==> src/rtl/nor_selftest_pkg.sv <==
// Shared definitions for the bitwise-unit self-test engines: FSM state encoding
// and the golden function that each sibling engine swaps out.
package nor_selftest_pkg;

  typedef enum logic [1:0] {
    ST_IDLE  = 2'd0,
    ST_WAIT  = 2'd1,
    ST_CHECK = 2'd2,
    ST_DONE  = 2'd3
  } st_e;

  localparam int GOLD_MAX_W = 32;

  function automatic logic [GOLD_MAX_W-1:0] golden_op(
    input logic [GOLD_MAX_W-1:0] a,
    input logic [GOLD_MAX_W-1:0] b
  );
    return ~(a | b);
  endfunction

  // Compares only the low w bits, so operands can be zero-extended freely.
  function automatic logic golden_miss(
    input logic [GOLD_MAX_W-1:0] a,
    input logic [GOLD_MAX_W-1:0] b,
    input logic [GOLD_MAX_W-1:0] res,
    input int                    w
  );
    logic [GOLD_MAX_W-1:0] mask;
    mask = (w >= GOLD_MAX_W) ? '1 : ((GOLD_MAX_W'(1) << w) - GOLD_MAX_W'(1));
    return |((golden_op(a, b) ^ res) & mask);
  endfunction

endpackage

==> src/rtl/nor_selftest_driver_op_sweep_counter.sv <==
// Nested operand counter: op2 is the fast digit, op1 steps when op2 wraps.
module op_sweep_counter #(
  parameter int WIDTH = 4
) (
  input  logic             i_clk,
  input  logic             i_rst_n,
  input  logic             i_clr,
  input  logic             i_adv,
  output logic [WIDTH-1:0] o_op1,
  output logic [WIDTH-1:0] o_op2,
  output logic             o_last
);

  logic [WIDTH-1:0] r_op1;
  logic [WIDTH-1:0] r_op2;

  always_ff @(posedge i_clk or negedge i_rst_n) begin
    if (!i_rst_n) begin
      r_op1 <= '0;
      r_op2 <= '0;
    end else if (i_clr) begin
      r_op1 <= '0;
      r_op2 <= '0;
    end else if (i_adv) begin
      r_op2 <= r_op2 + WIDTH'(1);
      if (&r_op2) r_op1 <= r_op1 + WIDTH'(1);
    end
  end

  assign o_op1  = r_op1;
  assign o_op2  = r_op2;
  assign o_last = (&r_op1) & (&r_op2);

endmodule

==> src/rtl/nor_selftest_driver.sv <==
// Exhaustive self-test engine for a WIDTH-bit NOR unit: sweeps all operand pairs,
// checks each result after SETTLE cycles, and records error count and first failure.
module nor_selftest_driver
  import nor_selftest_pkg::*;
#(
  parameter int WIDTH  = 4,
  parameter int SETTLE = 1,
  parameter int CNT_W  = 16
) (
  input  logic             i_clk,
  input  logic             i_rst_n,
  input  logic             i_start,
  output logic [WIDTH-1:0] o_op1,
  output logic [WIDTH-1:0] o_op2,
  input  logic [WIDTH-1:0] i_res,
  output logic             o_busy,
  output logic             o_done,
  output logic             o_fail,
  output logic [CNT_W-1:0] o_err_cnt,
  output logic [WIDTH-1:0] o_first_op1,
  output logic [WIDTH-1:0] o_first_op2,
  output logic [WIDTH-1:0] o_first_res
);

  localparam int SW = (SETTLE > 1) ? $clog2(SETTLE) : 1;

  st_e              r_state;
  st_e              w_nxt;
  logic [SW-1:0]    r_settle;
  logic             w_clr;
  logic             w_adv;
  logic             w_load;
  logic             w_check;
  logic             w_last;
  logic             w_miss;
  logic             r_fail;
  logic [CNT_W-1:0] r_err_cnt;
  logic [WIDTH-1:0] r_first_op1;
  logic [WIDTH-1:0] r_first_op2;
  logic [WIDTH-1:0] r_first_res;

  op_sweep_counter #(.WIDTH(WIDTH)) u_sweep (
    .i_clk   (i_clk),
    .i_rst_n (i_rst_n),
    .i_clr   (w_clr),
    .i_adv   (w_adv),
    .o_op1   (o_op1),
    .o_op2   (o_op2),
    .o_last  (w_last)
  );

  assign w_miss = golden_miss(GOLD_MAX_W'(o_op1), GOLD_MAX_W'(o_op2),
                              GOLD_MAX_W'(i_res), WIDTH);

  always_ff @(posedge i_clk or negedge i_rst_n) begin
    if (!i_rst_n) r_state <= ST_IDLE;
    else          r_state <= w_nxt;
  end

  always_comb begin
    w_nxt   = r_state;
    w_clr   = 1'b0;
    w_adv   = 1'b0;
    w_load  = 1'b0;
    w_check = 1'b0;
    case (r_state)
      ST_IDLE, ST_DONE: begin
        if (i_start) begin
          w_nxt  = ST_WAIT;
          w_clr  = 1'b1;
          w_load = 1'b1;
        end
      end
      ST_WAIT: begin
        if (r_settle == '0) w_nxt = ST_CHECK;
      end
      ST_CHECK: begin
        w_check = 1'b1;
        if (w_last) begin
          w_nxt = ST_DONE;
        end else begin
          w_nxt  = ST_WAIT;
          w_adv  = 1'b1;
          w_load = 1'b1;
        end
      end
      default: w_nxt = ST_IDLE;
    endcase
  end

  // Loaded with SETTLE-1 so WAIT lasts exactly SETTLE cycles before CHECK.
  always_ff @(posedge i_clk or negedge i_rst_n) begin
    if (!i_rst_n) begin
      r_settle <= '0;
    end else if (w_load) begin
      r_settle <= SW'(SETTLE - 1);
    end else if (r_state == ST_WAIT && r_settle != '0) begin
      r_settle <= r_settle - SW'(1);
    end
  end

  always_ff @(posedge i_clk or negedge i_rst_n) begin
    if (!i_rst_n) begin
      r_fail      <= 1'b0;
      r_err_cnt   <= '0;
      r_first_op1 <= '0;
      r_first_op2 <= '0;
      r_first_res <= '0;
    end else if (w_clr) begin
      r_fail      <= 1'b0;
      r_err_cnt   <= '0;
      r_first_op1 <= '0;
      r_first_op2 <= '0;
      r_first_res <= '0;
    end else if (w_check && w_miss) begin
      if (!(&r_err_cnt)) r_err_cnt <= r_err_cnt + CNT_W'(1);
      if (!r_fail) begin
        r_fail      <= 1'b1;
        r_first_op1 <= o_op1;
        r_first_op2 <= o_op2;
        r_first_res <= i_res;
      end
    end
  end

  assign o_busy      = (r_state == ST_WAIT) || (r_state == ST_CHECK);
  assign o_done      = (r_state == ST_DONE);
  assign o_fail      = r_fail;
  assign o_err_cnt   = r_err_cnt;
  assign o_first_op1 = r_first_op1;
  assign o_first_op2 = r_first_op2;
  assign o_first_res = r_first_res;

endmodule
==> config.mk <==
export PLATFORM = sky130hd
export DESIGN_NAME = nor_selftest_driver
export DESIGN_NICKNAME = d
export VERILOG_FILES = /design/src/rtl/nor_selftest_pkg.sv /design/src/rtl/nor_selftest_driver_op_sweep_counter.sv /design/src/rtl/nor_selftest_driver.sv
export SDC_FILE = /design/constraint.sdc
export NUM_CORES = 1
export LEC_CHECK = 0
export BUFFER_PORTS_ARGS = -buffer_cell sky130_fd_sc_hd__buf_4
export CORE_MARGIN = 3
export CORE_UTILIZATION = 54
export DETAILED_ROUTE_END_ITERATION = 7
export PLACE_DENSITY_LB_ADDON = 0.1
export SETUP_SLACK_MARGIN = 0.05
export SYNTH_ARGS = -nofsm -noshare
export SYNTH_HDL_FRONTEND = slang
export SYNTH_HIERARCHICAL = 1
export SYNTH_SLANG_ARGS = --single-unit
==> constraint.sdc <==
create_clock -name i_clk -period 2.8 [get_ports i_clk]
set_clock_uncertainty 0.2 [all_clocks]
set_input_delay 0.14 -clock i_clk [delete_from_list [all_inputs] [get_ports i_clk]]
set_output_delay 0.14 -clock i_clk [all_outputs]
set_load 0.01 [all_outputs]
==> results.md, run 1 <==
- Count of clock tree sinks: 40
- Rows: 22
- Net switching fraction of the power: a little over a third
- Simple-gate share of the synthesized area: 25.6%
- Avg Inst Size Synth: slightly above 9 um^2
- Number of library cell types mapped by synthesis: 41
- Final Setup Violations: 0
- GRT Resource Usage Total: between 20 and 25%
- Antenna violations before repair: 0
- Antenna-violating nets left: 0
- Power share of the combinational group: 35.2%
- Placed Instances: 317
- LEAKAGE: about 1.2 nW
- Worst slew pin tran: 0.501 ns
- Power density over cell area: 688 mW/mm^2
- Ys flop type: dfrtp_1
- Highest metal used: met4
- Syn nets: between 200 and 250
- RePlAce Congestion: 0.797
- Utilization after layout: 72.0%
- Post-CTS sizing: 0
- Slowest-stage cell, CP: dlygate4sd3_1
- CTS tree: built
- Core area: 0.00374 mm^2
- Final hold violations: 0
- Fin. max-slew vios: 0
- Share of async-settable or async-resettable flops after synthesis: 100%
- I/O pin cnt: 46
- FILL cells: 294
- Share of layout cells above drive strength 1: 23.3%
- Vias in the first global route: approximately 1600
- CP Cell Sequence: dlygate4sd3_1 > buf_4 > or3_1 > nand4_1 > o21ai_1 > buf_4 > or4_1 > a21oi_1
- Clock root buffer: clkbuf_8
- Met3 WL post-DR: about 300 um
- Synth Instances: 229
- Clk_lat worst skew: 0.30 ns
- Flop pwr share: 39.8%
- Number of synthesized flops with an enable pin: 0
- Sequential share of the synthesized area: 46.8%
- WL met1: 2.26 mm
- Total Nets Final: 296
- Clock power frac: 25.0%
- Hold Path Class: input port to async pin
- Met2 WL post-DR: 2.27 mm
- Final min period: 2.30 ns
- Diode count: 0
- Relative slew slack: 66.6%
- Leading cell type in the layout, fill and taps excluded: buf_4
- Largest family of logic cells by synthesized area: simple AND/OR/NAND/NOR gates
- CP endpoint kind: flop
- Slowest stage delay, CP: 0.55 ns
- Crit Path Class: input port to flop
- Seq cells post-synth: 40
- Commonest cells after routing, fill and taps aside: buf_4, dfrtp_1, o21ai_0
- Max Freq: roughly 430 MHz
- Crit start category: input port
- Max H-tree Level: 2
- Initial DRC count: roughly 210
- Full die area: 0.00475 mm^2
- Status: finished, final reports clean
- Total wire length: 4.89 mm
- Post-DP HPWL: 3.45 mm
- RSZ-0062 raised after global routing: false
- Ys Warns: 6
- Post-Synth Adder-Cell Area: 4.10%
- Total vias in the final route: 1893
- IO buf count: 45
- Non-Filler Instances: 331
- Arr. time, crit path: 2.31 ns
- WL per Instance: 14.8 um
- Synth Area in XOR/XNOR: 1.64%
- Mux share of post-synthesis cell area: around 2.4%
- Drt pass-1 iters: 4
- Crit path max fanout: 27
- Starting Density: 57.1%
- Die Y: 68.9 um
- Maximum vdd drop: ~560 uV
- Cell area after synthesis: 0.00214 mm^2
- DRC Markers: 0
- Vias per cell: 5.72
- First-pass GRT wire length: approximately 7.6 mm
- Total global routing overflow: 0
- Clk slew on worst S/H paths: 0.07 ns
- Req. time, crit path: 2.81 ns
- Total CTS buffers: 5
- Int Pwr: 1.18 mW
- Max_cap viols: 0
- Max clock buf depth: 2
- Final period util: 82.2%
- Final TNS setup: 0 ns
- NetSw: 0.669 mW
- Hold slack: 0.153 ns
- Pin count of the biggest net entering global routing: 41
- Compound-Gate Fraction of Synth Area: 15.7%
- Chip Width: 68.9 um
- Layout overhead on the synthesized area: 26.1%
- Most common cell on crit path: buf_4
-- sequential cells by signal (all words and copies together) (netlist names) --
name / flops
u_sweep/o_op2: 4
r_state: 2
o_first_res: 4
o_fail: 1
o_err_cnt: 16
o_first_op1: 4
o_first_op2: 4
r_settle: 1
u_sweep/o_op1: 4
-- layer usage --
metal  up-vias  global-route usage [%]
li1        948                       -
met1       885                    32.2
met2        54                    30.2
met3         6                    4.38
met4         0                    9.98
met5         -                       0
-- area by class of cell --
cell class	count	area [um^2]	share of cell area [%]
repair buffers	56	435	16.2
well taps	48	60.1	2.23
flip-flops and latches	40	1000	37.2
multi-input cells	170	1060	39.2
clock inverters	2	35.0	1.30
inverters	9	33.8	1.25
clock buffers	6	72.6	2.69
-- cell families after synthesis --
logic type	after synthesis
AOI/OAI and AO/OA	59
xor gates and xnor gates	4
adders and majority gates	7
buffers and inverters	19
DFF	40
muxes	5
and+or+nand+nor	95
-- path summary, 6_finish.rpt --
check / from / to / slack [ns] / cells after the start
max in group asynchronous: i_rst_n / o_err_cnt[8]$_DFFE_PN0P_ / 1.89 / 2
setup reg to reg: u_sweep/o_op2[3]$_DFFE_PN0P_ / o_err_cnt[5]$_DFFE_PN0P_ / 0.51 / 6
hold reg to reg: o_first_res[3]$_DFFE_PN0P_ / o_first_res[3]$_DFFE_PN0P_ / 0.30 / 2
setup / recovery: i_res[2] / o_err_cnt[5]$_DFFE_PN0P_ / 0.50 / 8
min in group i_clk: o_first_res[3]$_DFFE_PN0P_ / o_first_res[3]$_DFFE_PN0P_ / 0.30 / 2
hold / removal: i_rst_n / o_err_cnt[2]$_DFFE_PN0P_ / 0.15 / 2
-- power by group through the flow --
stage / Clock [mW] / Sequential, mW / Combinational, mW
after floorplan: 0 / 0.758 / 0.368
final: 0.463 / 0.736 / 0.653
after global placement: 0 / 0.740 / 0.637
after global routing: 0.493 / 0.749 / 0.729
after CTS: 0.468 / 0.737 / 0.658
after detailed placement: 0 / 0.748 / 0.647
-- metrics by stage --
stage	power (mW)	setup slack, ns	instance area [um^2]
floorplan	1.13	0.604	2140
finish	1.85	0.497	2690
global placement	1.38	0.623	2530
CTS	1.86	0.512	2690
global route	1.97	0.398	2690
detailed placement	1.39	0.553	2530
-- cell usage after synthesis, types with 2 or more instances --
cell type,number,area (um^2)
o21ai_1,2,10.0
clkbuf_1,8,30.0
or3_1,11,68.8
nor2_1,11,41.3
o21ai_0,27,135
o2111ai_1,2,17.5
nand3_1,23,115
or4_1,7,52.6
inv_1,9,33.8
nand2b_1,2,12.5
nor4_1,3,18.8
a21oi_1,14,70.1
o211ai_1,5,37.5
dfrtp_1,40,1000
nand4_1,4,25.0
o31ai_1,5,37.5
mux2i_1,4,40.0
nand2_1,21,78.8
ha_1,7,87.6
xor2_1,3,26.3
-- repair_timing --
| item | 4_1_cts | 5_1_grt |
|---|---|---|
| hold buffers | 6 | 0 |
| buffers inserted | 0 | 0 |
| endpoints found under the hold margin | 45 | 0 |
-- worst max-delay path, delay by kind of cell --
| family | cells | cell delay (ns) |
|---|---|---|
| buffers and inverters | 3 | 0.91 |
| and+or+nand+nor | 3 | 1.01 |
| AOI/OAI and AO/OA | 2 | 0.26 |
Note: power is estimated with default switching activity, not from simulation.
==> run 2, diff against run 1 <==
--- a/config.mk
+++ b/config.mk
@@ -7,7 +7,7 @@
 export LEC_CHECK = 0
 export BUFFER_PORTS_ARGS = -buffer_cell sky130_fd_sc_hd__buf_4
 export CORE_MARGIN = 3
-export CORE_UTILIZATION = 54
+export CORE_UTILIZATION = 49
 export DETAILED_ROUTE_END_ITERATION = 7
 export PLACE_DENSITY_LB_ADDON = 0.1
 export SETUP_SLACK_MARGIN = 0.05
==> constraint.sdc (replaced) <==
create_clock -name i_clk -period 1.86 [get_ports i_clk]
set_clock_uncertainty 0.2 [all_clocks]
set_input_delay 0.093 -clock i_clk [delete_from_list [all_inputs] [get_ports i_clk]]
set_output_delay 0.093 -clock i_clk [all_outputs]
set_load 0.01 [all_outputs]
==> run 2 against run 1 <==
The flow now finishes with violations (setup timing). Critical path type is now flop to flop. Critical endpoint is now o_err_cnt[2]$_DFFE_PN0P_. Sequential cell count unchanged. Global-route usage up 0.88 points. Non-clock buffer count up 61. Setup slack worse by 0.74 ns. Clock-buffer cell count unchanged. Sequential share of layout area down 8.0 points.
==> results.md, run 2 (same netlist as run 1, synthesis figures left out) <==
- RePlAce Congestion: 0.840
- Total Nets Final: 357
- WP buf/inv: 0
- I/O pin cnt: 46
- Share of layout cells above drive strength 1: approximately half
- LEAKAGE: between 1.5 and 2 nW
- Max clock buf depth: 2
- Leading cell type in the layout, fill and taps excluded: buf_4
- Req. time, crit path: 1.88 ns
- Final min period: 2.10 ns
- Initial DRC count: between 150 and 200
- Worst slew pin tran: 0.509 ns
- Max Freq: 476 MHz
- Number of flip-flops in the largest register: 16
- FILL cells: around 230
- Crit Path Class: flop to flop
- Rows: 23
- WL per Instance: 15.7 um
- IO buf count: 45
- Pin count of the biggest net entering global routing: 41
- Max H-tree Level: 2
- Total vias in the final route: 2223
- First-pass GRT wire length: 9.36 mm
- Worst reg2reg startpoint: u_sweep/o_op2[1]$_DFFE_PN0P_
- Final Setup Violations: 31
- GRT Resource Usage Total: 22.6%
- Final hold violations: 0
- Commonest cells after routing, fill and taps aside: buf_4, dfrtp_1, buf_6
- Layout overhead on the synthesized area: 61.8%
- Total CTS buffers: 5
- Starting Density: 51.9%
- Max_cap viols: 0
- Clk slew on worst S/H paths: ~0.08 ns
- Crit path max fanout: 7
- Drt pass-1 iters: 4
- Slowest-stage cell, CP: or4_1
- Count of clock tree sinks: 40
- Final period util: 113%
- Core area: 0.00412 mm^2
- Full die area: ~0.0052 mm^2
- R2R Setup Slk: -0.24 ns
- Status: finished with violations
- Die Y: 72.0 um
- Family with the most delay on the worst path: simple AND/OR/NAND/NOR gates
- Relative slew slack: between 60% and 70%
- Vias per cell: 5.64
- CTS tree: built
- Fin. max-slew vios: 0
- Total global routing overflow: 0
- Chip Width: slightly above 70 um
- Final Worst Setup Slack: -0.242 ns
- CP Cell Sequence: or3_1 > nand4_1 > o21ai_4 > or4_1 > a21oi_2
- Crit start category: flop
- Antenna violations before repair: 0
- DRC Markers: 0
- Hold Path Class: input port to async pin
- RSZ-0062 raised after global routing: true
- Maximum vdd drop: 961 uV
- Vias in the first global route: approximately 1900
- Slowest stage delay, CP: 0.55 ns
- Post-DP HPWL: 4.11 mm
- R2R depth: 5
- R2r endpoint: o_err_cnt[2]$_DFFE_PN0P_
- Clk_lat worst skew: 0.29 ns
- Power density over cell area: 983 mW/mm^2
- Total wire length: 6.18 mm
- Final TNS setup: -3.41 ns
- Worst slack at placement: -0.173 ns
- Arr. time, crit path: between 2 and 2.5 ns
- CP endpoint kind: flop
- Antenna-violating nets left: 0
- Clock root buffer: clkbuf_8
- Failing checks: setup timing
- Diode count: 0
==> run 2: metal layers <==
metal,vias to the layer above,track usage (%),routed length [um]
met3,20,4.99,360
li1,1070,-,-
met2,73,36.4,2930
met4,0,4.80,142
met5,-,0,0
met1,1060,31.5,2740
==> run 2: area by class of cell <==
| cell class | count | area [um^2] | area share (%) |
|---|---|---|---|
| clock inverters | 2 | 38.8 | 1.12 |
| flip-flops and latches | 40 | 1010 | 29.2 |
| multi-input cells | 170 | 1250 | 36.0 |
| repair buffers | 117 | 985 | 28.5 |
| inverters | 9 | 33.8 | 0.977 |
| clock buffers | 6 | 82.6 | 2.39 |
| well taps | 50 | 62.6 | 1.81 |
==> run 2: how the worst max path moves through the flow <==
stage                               end  slack, ns                    startpoint  depth (start not counted)
6_report       o_err_cnt[2]$_DFFE_PN0P_      -0.24  u_sweep/o_op2[1]$_DFFE_PN0P_                          5
5_1_grt        o_err_cnt[2]$_DFFE_PN0P_      -0.30  u_sweep/o_op2[1]$_DFFE_PN0P_                          5
4_1_cts        o_err_cnt[5]$_DFFE_PN0P_      -0.16  u_sweep/o_op2[1]$_DFFE_PN0P_                          6
3_5_place_dp   o_err_cnt[4]$_DFFE_PN0P_      -0.17  u_sweep/o_op2[1]$_DFFE_PN0P_                          6
3_3_place_gp   o_err_cnt[6]$_DFFE_PN0P_      -0.13  u_sweep/o_op2[1]$_DFFE_PN0P_                          6
2_1_floorplan  o_err_cnt[8]$_DFFE_PN0P_      -0.19      o_err_cnt[0]$_DFFE_PN0P_                          7
==> run 2: where the power goes <==
group          internal (mW)  switching, mW
clock                  0.439          0.316
combinational          0.757          0.812
sequential             0.989         0.0865
total                   2.19           1.21
==> run 2: repair_timing <==
item	CTS	global route
endpoints found under the setup margin	31	37
gates resized for setup	10	36
hold endpoints to repair	47	0
buffers inserted	4	9
gates cloned	0	0
hold buffers	6	0
pin swaps	11	13
==> run 2: per-stage QoR <==
step / hold slack, ns / area [um^2] / std cells / util [%] / power (mW)
2_1_floorplan: -0.403 / 2260 / 229 / - / 1.82
3_3_place_gp: -0.102 / 3000 / 367 / 72.8 / 2.32
3_5_place_dp: -0.0957 / 3000 / 367 / 72.8 / 2.36
4_1_cts: 0.128 / 3250 / 385 / 79.0 / 3.17
5_1_grt: 0.165 / 3460 / 394 / 84.0 / 3.60
6_report: 0.110 / 3460 / 394 / 84.0 / 3.40
==> run 3, diff against run 2 <==
--- a/config.mk
+++ b/config.mk
@@ -13,5 +13,4 @@
 export SETUP_SLACK_MARGIN = 0.05
 export SYNTH_ARGS = -nofsm -noshare
 export SYNTH_HDL_FRONTEND = slang
-export SYNTH_HIERARCHICAL = 1
 export SYNTH_SLANG_ARGS = --single-unit
==> run 3 against run 2 <==
The flow still finishes with violations (setup timing). Critical path depth rose by 1. Die area rose by 0.64%. Non-clock buffer count fell by 4. Maximum frequency rose by 5.0%. Global-route usage rose by 1.2 points. Sequential share of layout area rose by 0.37 points. Via count rose by 3.1%. Utilization fell by 1.1 points. Combinational power barely moved. Design area fell by 1.3%. Clock power fell by 3.2%. Sequential power barely moved. Highest routed layer unchanged.
==> results.md, run 3 <==
- Arr. time, crit path: 2.03 ns
- Met3 WL post-DR: ~430 um
- GRT Resource Usage Total: 23.8%
- NetSw: 1.26 mW
- Max H-tree Level: 2
- CTS tree: built
- Final hold violations: 0
- Total CTS buffers: 5
- Status: finished with violations
- Clock power frac: 21.4%
- DRC Markers: 0
- Total wire length: 6.70 mm
- Most common cell in the netlist: dfrtp_1
- Final min period: 2.00 ns
- Max clock buf depth: 2
- Cell area after synthesis: 0.00215 mm^2
- Commonest cells after routing, fill and taps aside: buf_4, dfrtp_1, nand2_1
- Net switching fraction of the power: 37.0%
- IO buf count: 45
- Number of library cell types mapped by synthesis: 41
- Final TNS setup: -0.800 ns
- Antenna violations before repair: 0
- Final Setup Violations: 11
- RSZ-0062 raised after global routing: true
- Met2 WL post-DR: 3.27 mm
- Clk slew on worst S/H paths: roughly 0.080 ns
- Max Freq: 500 MHz
- First-pass GRT wire length: 9.80 mm
- Share of the synthesized area in the top cell type: 46.5%
- Vias in the first global route: 2051
- Max_cap viols: 0
- Dominant cells by area after synthesis: dfrtp_1, nand3_1, ha_1
- Sequential share of the synthesized area: a little under half
- Share of async-settable or async-resettable flops after synthesis: 100%
- Ys flop type: dfrtp_1
- Crit start category: flop
- Synth top cells by count: dfrtp_1, nand2_1, nor2_1
- Worst slew pin tran: 0.527 ns
- Req. time, crit path: 1.89 ns
- Clk_lat worst skew: 0.30 ns
- Final Total Pwr: 3.41 mW
- Layout overhead on the synthesized area: 58.6%
- Maximum vdd drop: approximately 940 uV
- Total Nets Final: between 300 and 400
- RePlAce Congestion: between 0.8 and 0.9
- LEAKAGE: ~1.6 nW
- CP endpoint kind: flop
- Power share of the combinational group: roughly 46%
- Drt pass-1 iters: 5
- Rows: 23
- Total vias in the final route: 2291
- Area leader, netlist: dfrtp_1
- Pin count of the biggest net entering global routing: 41
- Synth Instances: around 230
- Leading cell type in the layout, fill and taps excluded: buf_4
- Int Pwr: 2.15 mW
- Vias per cell: 5.89
- Die Y: 72.3 um
- I/O pin cnt: 46
- Ys Warns: 0
- Power density over cell area: approximately 1000 mW/mm^2
- Core area: 0.00412 mm^2
- Crit Path Class: flop to flop
- Number of synthesized flops with an enable pin: 0
- Total global routing overflow: 0
- CP Launch Point: o_err_cnt[0]$_DFFE_PN0P_
- Fin. max-slew vios: 0
- Post-DP HPWL: about 4.1 mm
- Chip Width: approximately 72 um
- Diode count: 0
- Relative slew slack: 64.9%
- Crit path max fanout: 7
- Number of flip-flops in the largest register: 16
- Flop pwr share: 32.3%
- Final period util: 108%
- Antenna-violating nets left: 0
- Syn nets: 243
- Hold Path Class: input port to async pin
- WL per Instance: 17.2 um
- Final Worst Setup Slack: -0.141 ns
- Clock root buffer: clkbuf_8
- Highest metal used: met4
- Initial DRC count: 117
- Count of clock tree sinks: 40
- Full die area: 0.00522 mm^2
- Avg Inst Size Synth: between 9 and 10 um^2
- Starting Density: 52.3%
- Share of layout cells above drive strength 1: between 40% and 50%
- Worst reg2reg startpoint: o_err_cnt[0]$_DFFE_PN0P_
- Failing checks: setup timing
- WL met1: 2.90 mm
- Seq cells post-synth: 40
==> run 3: cell types whose count changed after synthesis, sizes merged, moves of 3 or more <==
| cell | delta |
|---|---|
| nand3 | -7 |
| nor2 | +8 |
| buf | +3 |
| o211ai | -5 |
| xnor2 | +5 |
| and3 | +4 |
| o21ai | -11 |
| nand4 | +5 |
| inv | -5 |
| or3 | -7 |
| o31ai | +4 |
==> run 3: power groups by stage <==
stage	logic [mW]	registers, mW	clock network, mW
floorplan	0.663	1.15	0
global placement	1.32	1.09	0
detailed placement	1.35	1.10	0
CTS	1.39	1.09	0.730
global route	1.71	1.12	0.775
finish	1.58	1.10	0.731
==> run 3: timing repair <==
action | in CTS | in global routing
pin swaps | 5 | 10
cloned | 1 | 1
hold endpoints to repair | 45 | 0
hold buffers | 6 | 0
buffers inserted | 5 | 7
setup endpoints to repair | 27 | 33
resized for setup | 8 | 30
==> run 3: layout make-up <==
cell class / instances / area (um^2)
Sequential cell: 40 / 1010
Inverter: 4 / 15.0
Clock buffer: 5 / 68.8
Clock inverter: 3 / 42.5
Timing Repair Buffer: 113 / 913
Fill cell: 230 / 702
Tap cell: 50 / 62.6
Multi-Input combinational cell: 174 / 1300
==> run 3: logic make-up after synthesis <==
kind of cell               synth area share [%]
adders and majority gates                  4.07
xor gates and xnor gates                   4.07
muxes                                      1.40
DFF                                        46.5
buffers and inverters                      3.78
and+or+nand+nor                            26.7
AOI/OAI and AO/OA                          13.5
==> run 3: metal layers <==
layer / vias to the layer above / GRT usage (%)
li1: 1067 / -
met5: - / 0
met4: 0 / 6.47
met2: 81 / 37.3
met3: 10 / 4.85
met1: 1133 / 33.6
==> run 3: critical path: stages, from the launching register on <==
cell     delay (ns)
dfrtp_1        0.43
ha_4           0.18
nand4_1        0.11
nor4_4         0.07
or2b_4         0.30
or4_1          0.51
a21oi_2        0.13
==> run 3: worst paths after layout <==
kind	depth (start not counted)	end	slack (ns)
max	6	o_err_cnt[12]$_DFFE_PN0P_	-0.14
min	2	o_err_cnt[4]$_DFFE_PN0P_	0.11
max reg2reg	6	o_err_cnt[12]$_DFFE_PN0P_	-0.14
min reg2reg	2	o_first_res[1]$_DFFE_PN0P_	0.32
max in group asynchronous	2	u_sweep.o_op1[0]$_DFFE_PN0P_	0.95
min in group i_clk	5	o_fail$_DFFE_PN0P_	0.20
==> run 3: through the flow <==
stage                     utilization, %  hold slack (ns)  instances  area [um^2]  setup WS, ns
after detailed placement            71.7          -0.0941        363         2950        -0.135
after floorplan                        -           -0.403        229         2220        -0.107
after CTS                           77.9            0.123        382         3210       -0.0960
after global routing                82.9            0.150        389         3410        -0.183
after global placement              71.7          -0.0971        363         2950       -0.0776
final                               82.9            0.114        389         3410        -0.141
